### src/rtl/tdc_capture_array.sv
// Multi-channel gated event counter: per-channel sync/debounce/edge front end, windowed
// counting, and a snapshot result register with valid/ack handshake and overrun flag.
module tdc_capture_array #(
    parameter int N_CH      = 4,
    parameter int CNT_BITS  = 8,
    parameter int WIN_BITS  = 10,
    parameter int SYNC_BITS = 2,
    parameter int DEB_BITS  = 3
) (
    input  logic                       clk,
    input  logic                       rst,
    input  logic                       start,
    input  logic                       abort,
    input  logic                       continuous,
    input  logic [WIN_BITS-1:0]        window_len,
    input  logic [N_CH-1:0]            pulse_in,
    input  logic                       result_ack,
    output logic                       busy,
    output logic                       result_valid,
    output logic [N_CH*CNT_BITS-1:0]   result_data,
    output logic [N_CH-1:0]            overflow,
    output logic                       overrun
);

    // state   | meaning
    // S_IDLE  | waiting for start
    // S_CLEAR | one cycle: zero counters, latch window length
    // S_RUN   | counting debounced rising edges for win_q cycles
    // S_DONE  | one cycle: snapshot counters into result regs
    typedef enum logic [1:0] {S_IDLE, S_CLEAR, S_RUN, S_DONE} state_t;

    state_t state_q, state_d;

    logic [N_CH-1:0][SYNC_BITS-1:0] sync_q, sync_d;
    logic [N_CH-1:0][DEB_BITS-1:0]  deb_sr_q, deb_sr_d;
    logic [N_CH-1:0]                prev_q, prev_d;
    logic [N_CH-1:0]                deb, inc;

    logic [N_CH-1:0][CNT_BITS-1:0]  cnt_q, cnt_d;
    logic [N_CH-1:0]                sat_q, sat_d;
    logic [WIN_BITS-1:0]            win_q, win_d;
    logic [WIN_BITS-1:0]            win_cnt_q, win_cnt_d;

    logic [N_CH-1:0][CNT_BITS-1:0]  res_q, res_d;
    logic [N_CH-1:0]                ovf_q, ovf_d;
    logic                           valid_q, valid_d;
    logic                           overrun_q, overrun_d;

    // Front end runs in every state; only the counters are gated by the FSM.
    always_comb begin
        sync_d   = sync_q;
        deb_sr_d = deb_sr_q;
        deb      = '0;
        inc      = '0;
        for (int i = 0; i < N_CH; i++) begin
            sync_d[i]   = {sync_q[i][SYNC_BITS-2:0], pulse_in[i]};
            deb_sr_d[i] = DEB_BITS'({deb_sr_q[i], sync_q[i][SYNC_BITS-1]});
            deb[i]      = &deb_sr_q[i];
            inc[i]      = deb[i] & ~prev_q[i];
        end
        prev_d = deb;
    end

    always_comb begin
        state_d   = state_q;
        cnt_d     = cnt_q;
        sat_d     = sat_q;
        win_d     = win_q;
        win_cnt_d = win_cnt_q;
        res_d     = res_q;
        ovf_d     = ovf_q;
        valid_d   = valid_q;
        overrun_d = overrun_q;

        // An ack landing on the snapshot cycle keeps valid high for the new data.
        if (state_q == S_DONE && !abort) begin
            res_d   = cnt_q;
            ovf_d   = sat_q;
            valid_d = 1'b1;
            if (valid_q && !result_ack) begin
                overrun_d = 1'b1;
            end
        end else if (valid_q && result_ack) begin
            valid_d = 1'b0;
        end

        if (abort) begin
            state_d = S_IDLE;
        end else begin
            case (state_q)
                S_IDLE: begin
                    if (start) begin
                        state_d   = S_CLEAR;
                        overrun_d = 1'b0;
                    end
                end
                S_CLEAR: begin
                    cnt_d     = '0;
                    sat_d     = '0;
                    win_d     = (window_len == '0) ? WIN_BITS'(1) : window_len;
                    win_cnt_d = '0;
                    state_d   = S_RUN;
                end
                S_RUN: begin
                    for (int i = 0; i < N_CH; i++) begin
                        if (inc[i]) begin
                            if (cnt_q[i] == {CNT_BITS{1'b1}}) begin
                                sat_d[i] = 1'b1;
                            end else begin
                                cnt_d[i] = cnt_q[i] + CNT_BITS'(1);
                            end
                        end
                    end
                    win_cnt_d = win_cnt_q + WIN_BITS'(1);
                    if (win_cnt_q == win_q - WIN_BITS'(1)) begin
                        state_d = S_DONE;
                    end
                end
                S_DONE: begin
                    state_d = continuous ? S_CLEAR : S_IDLE;
                end
                default: begin
                    state_d = S_IDLE;
                end
            endcase
        end
    end

    always_ff @(posedge clk or posedge rst) begin
        if (rst) begin
            state_q   <= S_IDLE;
            sync_q    <= '0;
            deb_sr_q  <= '0;
            prev_q    <= '0;
            cnt_q     <= '0;
            sat_q     <= '0;
            win_q     <= '0;
            win_cnt_q <= '0;
            res_q     <= '0;
            ovf_q     <= '0;
            valid_q   <= 1'b0;
            overrun_q <= 1'b0;
        end else begin
            state_q   <= state_d;
            sync_q    <= sync_d;
            deb_sr_q  <= deb_sr_d;
            prev_q    <= prev_d;
            cnt_q     <= cnt_d;
            sat_q     <= sat_d;
            win_q     <= win_d;
            win_cnt_q <= win_cnt_d;
            res_q     <= res_d;
            ovf_q     <= ovf_d;
            valid_q   <= valid_d;
            overrun_q <= overrun_d;
        end
    end

    assign busy         = (state_q != S_IDLE);
    assign result_valid = valid_q;
    assign result_data  = res_q;
    assign overflow     = ovf_q;
    assign overrun      = overrun_q;

endmodule

### config.mk
export PLATFORM = sky130hd
export DESIGN_NAME = tdc_capture_array
export DESIGN_NICKNAME = d
export VERILOG_FILES = /design/src/rtl/tdc_capture_array.sv
export SDC_FILE = /design/constraint.sdc
export NUM_CORES = 1
export LEC_CHECK = 0
export BUFFER_PORTS_ARGS = -buffer_cell sky130_fd_sc_hd__buf_2
export CAP_MARGIN = 20
export CORE_UTILIZATION = 58
export DETAILED_ROUTE_END_ITERATION = 12
export PLACE_DENSITY = 0.81
export SYNTH_ARGS = -nofsm -noshare
export SYNTH_HDL_FRONTEND = slang
export SYNTH_SLANG_ARGS = --single-unit
### constraint.sdc
create_clock -name clk -period 6 [get_ports clk]
set_clock_uncertainty 0.2 [all_clocks]
set_input_delay 1.2 -clock clk [delete_from_list [all_inputs] [get_ports clk]]
set_output_delay 1.2 -clock clk [all_outputs]
set_load 0.02 [all_outputs]
==> qor.csv <==
metric;value;unit
outcome;completed;
routedWlPerCell;15.7;µm
drv_cap;0;
syn-cell-area;5200;µm²
total_power;2550;µW
core;8720;µm²
die_y;96.7;µm
grt_antenna_before_repair;0;
ys_top_cells_by_area;dfrtp_1, mux2_2, xor2_1, nand2_1, nor2_1;
synth_ff_type;dfrtp_1;
area_growth_syn_to_layout;19.3;%
crit_type;input port to register;
worstSkewPairLatency;0.52;ns
cts_htree_levels;4;
max_freq;293;MHz
n_fill_cell;595;
postCtsSetupBuffers;0;
crit_fanout;23;
gp_congestion;0.807;
synthesis.yosys.warnings;0;
grt_max_degree;70;
root_buffer;clkbuf_8;
vdd_drop_max;0.000238;V
final.period_utilization;0.569;
synth_common_cells;dfrtp_1, nand2_1, nor2_1;
drc_errors;0;
fin_util;0.712;
multi_input_area;2090;µm²
synthArstFlopShare;1.00;
grt_pass1_wl;17.8;mm
endpoint_kind;register;
cts_tree;yes;
synth_top_area_frac;0.577;
portBuffers;58;
start_util;0.597;
cts.sinks;120;
yosysTopAreaCell;dfrtp_1;
clkSlewWorstSetupHoldPaths;0.06;ns
wl;10.1;mm
rsz0062_at_grt;false;
finalSetupTns;0;ns
powerDensity;410;nW/µm²
first_pass_iters;5;
ant_nets;0;
syn_avg_cell_area;11.4;µm²
via_count;3610;
fin_crit;3.42;ns
clockBufferDepth;2;
grt_overflow;0;
hp-class;register to register;
die_w;96.7;µm
drt_iter0_markers;151;
grt_pass1_vias;3778;
rows;34;
io_pins;59;
ys_types;45;
required;6.21;ns
cts_made_buffers;17;
dp_hpwl;6.48;mm
ys_ff_latch;120;
worstSetupStartpointType;input port;
dieArea;9350;µm²
ys_seq_area_frac;0.577;
final_nets;552;
hold_viol;0;
setup_viol;0;
syn_nets;487;
cp.arrival;3.62;ns
final_max_slew_viol_count;0;
p_leak;0.00317;µW
r2r_cells;9;
synthCells;456;
seq_area;3000;µm²
ctsHoldBuffers;0;
worst_slew_pin_slew;0.900;ns
vias_per_cell;5.62;
antenna_cells;0;
track_usage;0.237;
synth.most_common_cell;dfrtp_1;
synth_edf_count;0;
hold_path_depth;0;
holdWs;0.149;ns
max_slew_margin;0.399;
drive_gt1_frac;0.253;
cts_resized;0;
## power by group
group / internal (µW) / switching [µW]
sequential: 900 / 102
clock: 641 / 387
combinational: 202 / 315
total: 1740 / 803
## final timing paths
check	from	end	slack [ns]
setup / recovery	abort	cnt_q[13]$_DFFE_PP0P_	2.58
max in group asynchronous	rst	win_q[9]$_DFFE_PP0P_	3.82
min in group asynchronous	rst	sync_d[7]$_DFF_PP0_	0.64
hold reg to reg	sync_d[3]$_DFF_PP0_	deb_sr_d[3]$_DFF_PP0_	0.15
setup reg to reg	state_q[0]$_DFFE_PP0P_	cnt_q[13]$_DFFE_PP0P_	2.67
hold / removal	sync_d[3]$_DFF_PP0_	deb_sr_d[3]$_DFF_PP0_	0.15
## through the flow
step / setup WS [ns] / cells / instance area (µm²)
global placement: 2.22 / 610 / 5600
global route: 2.41 / 642 / 6210
CTS: 2.60 / 642 / 6210
detailed placement: 2.13 / 610 / 5600
floorplan: 1.41 / 456 / 5200
finish: 2.58 / 642 / 6210
## routing by layer
metal,global-route usage,vias to the layer above,wire [µm]
met5,0,-,0
met4,0.0838,0,150
met3,0.0629,17,465
met2,0.381,107,4930
met1,0.313,1780,4540
li1,-,1706,-
## cell families after synthesis
logic type,after synthesis,share of synthesized area
XOR/XNOR,42,0.0707
AO/OA/AOI/OAI,48,0.0668
multiplexers,41,0.0873
adder cells (fa/ha/maj),11,0.0264
buffers and inverters,31,0.0226
flip-flops,120,0.577
AND/OR/NAND/NOR,163,0.149
## final cells by class
cell class / instances / area share
multi-input cells: 305 / 0.336
well taps: 108 / 0.0218
clock inverters: 15 / 0.0314
clock buffers: 17 / 0.0667
flip-flops and latches: 120 / 0.484
inverters: 16 / 0.0101
repair buffers: 61 / 0.0504
## layout by cell type (no fill, tap or decap), types with 2 or more instances in the layout
cell | netlist | final
dfrtp_1 | 120 | 120
buf_2 | 1 | 58
nand2_1 | 47 | 47
nor2_1 | 47 | 46
mux2_2 | 35 | 35
xor2_1 | 22 | 22
xnor2_1 | 20 | 20
and3_1 | 16 | 16
clkbuf_16 | 0 | 16
inv_1 | 16 | 15
nand4_1 | 13 | 13
o21ai_0 | 12 | 12
nand3_1 | 11 | 11
ha_1 | 11 | 11
a21oi_1 | 9 | 9
nor3_1 | 7 | 7
mux2i_1 | 6 | 6
nor2b_1 | 5 | 5
clkinv_4 | 0 | 5
nand2b_1 | 4 | 4
clkinvlp_4 | 0 | 4
nor3b_1 | 3 | 3
and4_1 | 3 | 3
or3_1 | 3 | 3
o2111ai_1 | 3 | 3
a41o_1 | 3 | 3
bufinv_16 | 0 | 3
buf_4 | 0 | 3
a311oi_1 | 2 | 2
o21ba_2 | 2 | 2
nor4_1 | 2 | 2
a31oi_1 | 2 | 2
a32o_1 | 2 | 2
inv_8 | 0 | 2
## flip-flops by register name, indices dropped and copies added (netlist names), 2 cells and up
signal	cells
overflow	4
state_q	2
cnt_q	32
sync_d	4
sat_q	4
result_data	32
win_cnt_q	10
deb_sr_q	4
prev_q	4
win_q	10
deb_sr_d	12
## critical path, stage by stage
cell and delay [ns]:
buf_2 0.16, nand2b_1 0.40, nor2_2 0.80, buf_4 0.32
o21a_1 0.31, o2111ai_1 0.18, xor2_1 0.18, nor2_1 0.06
Power figures use the tool's default switching activity.
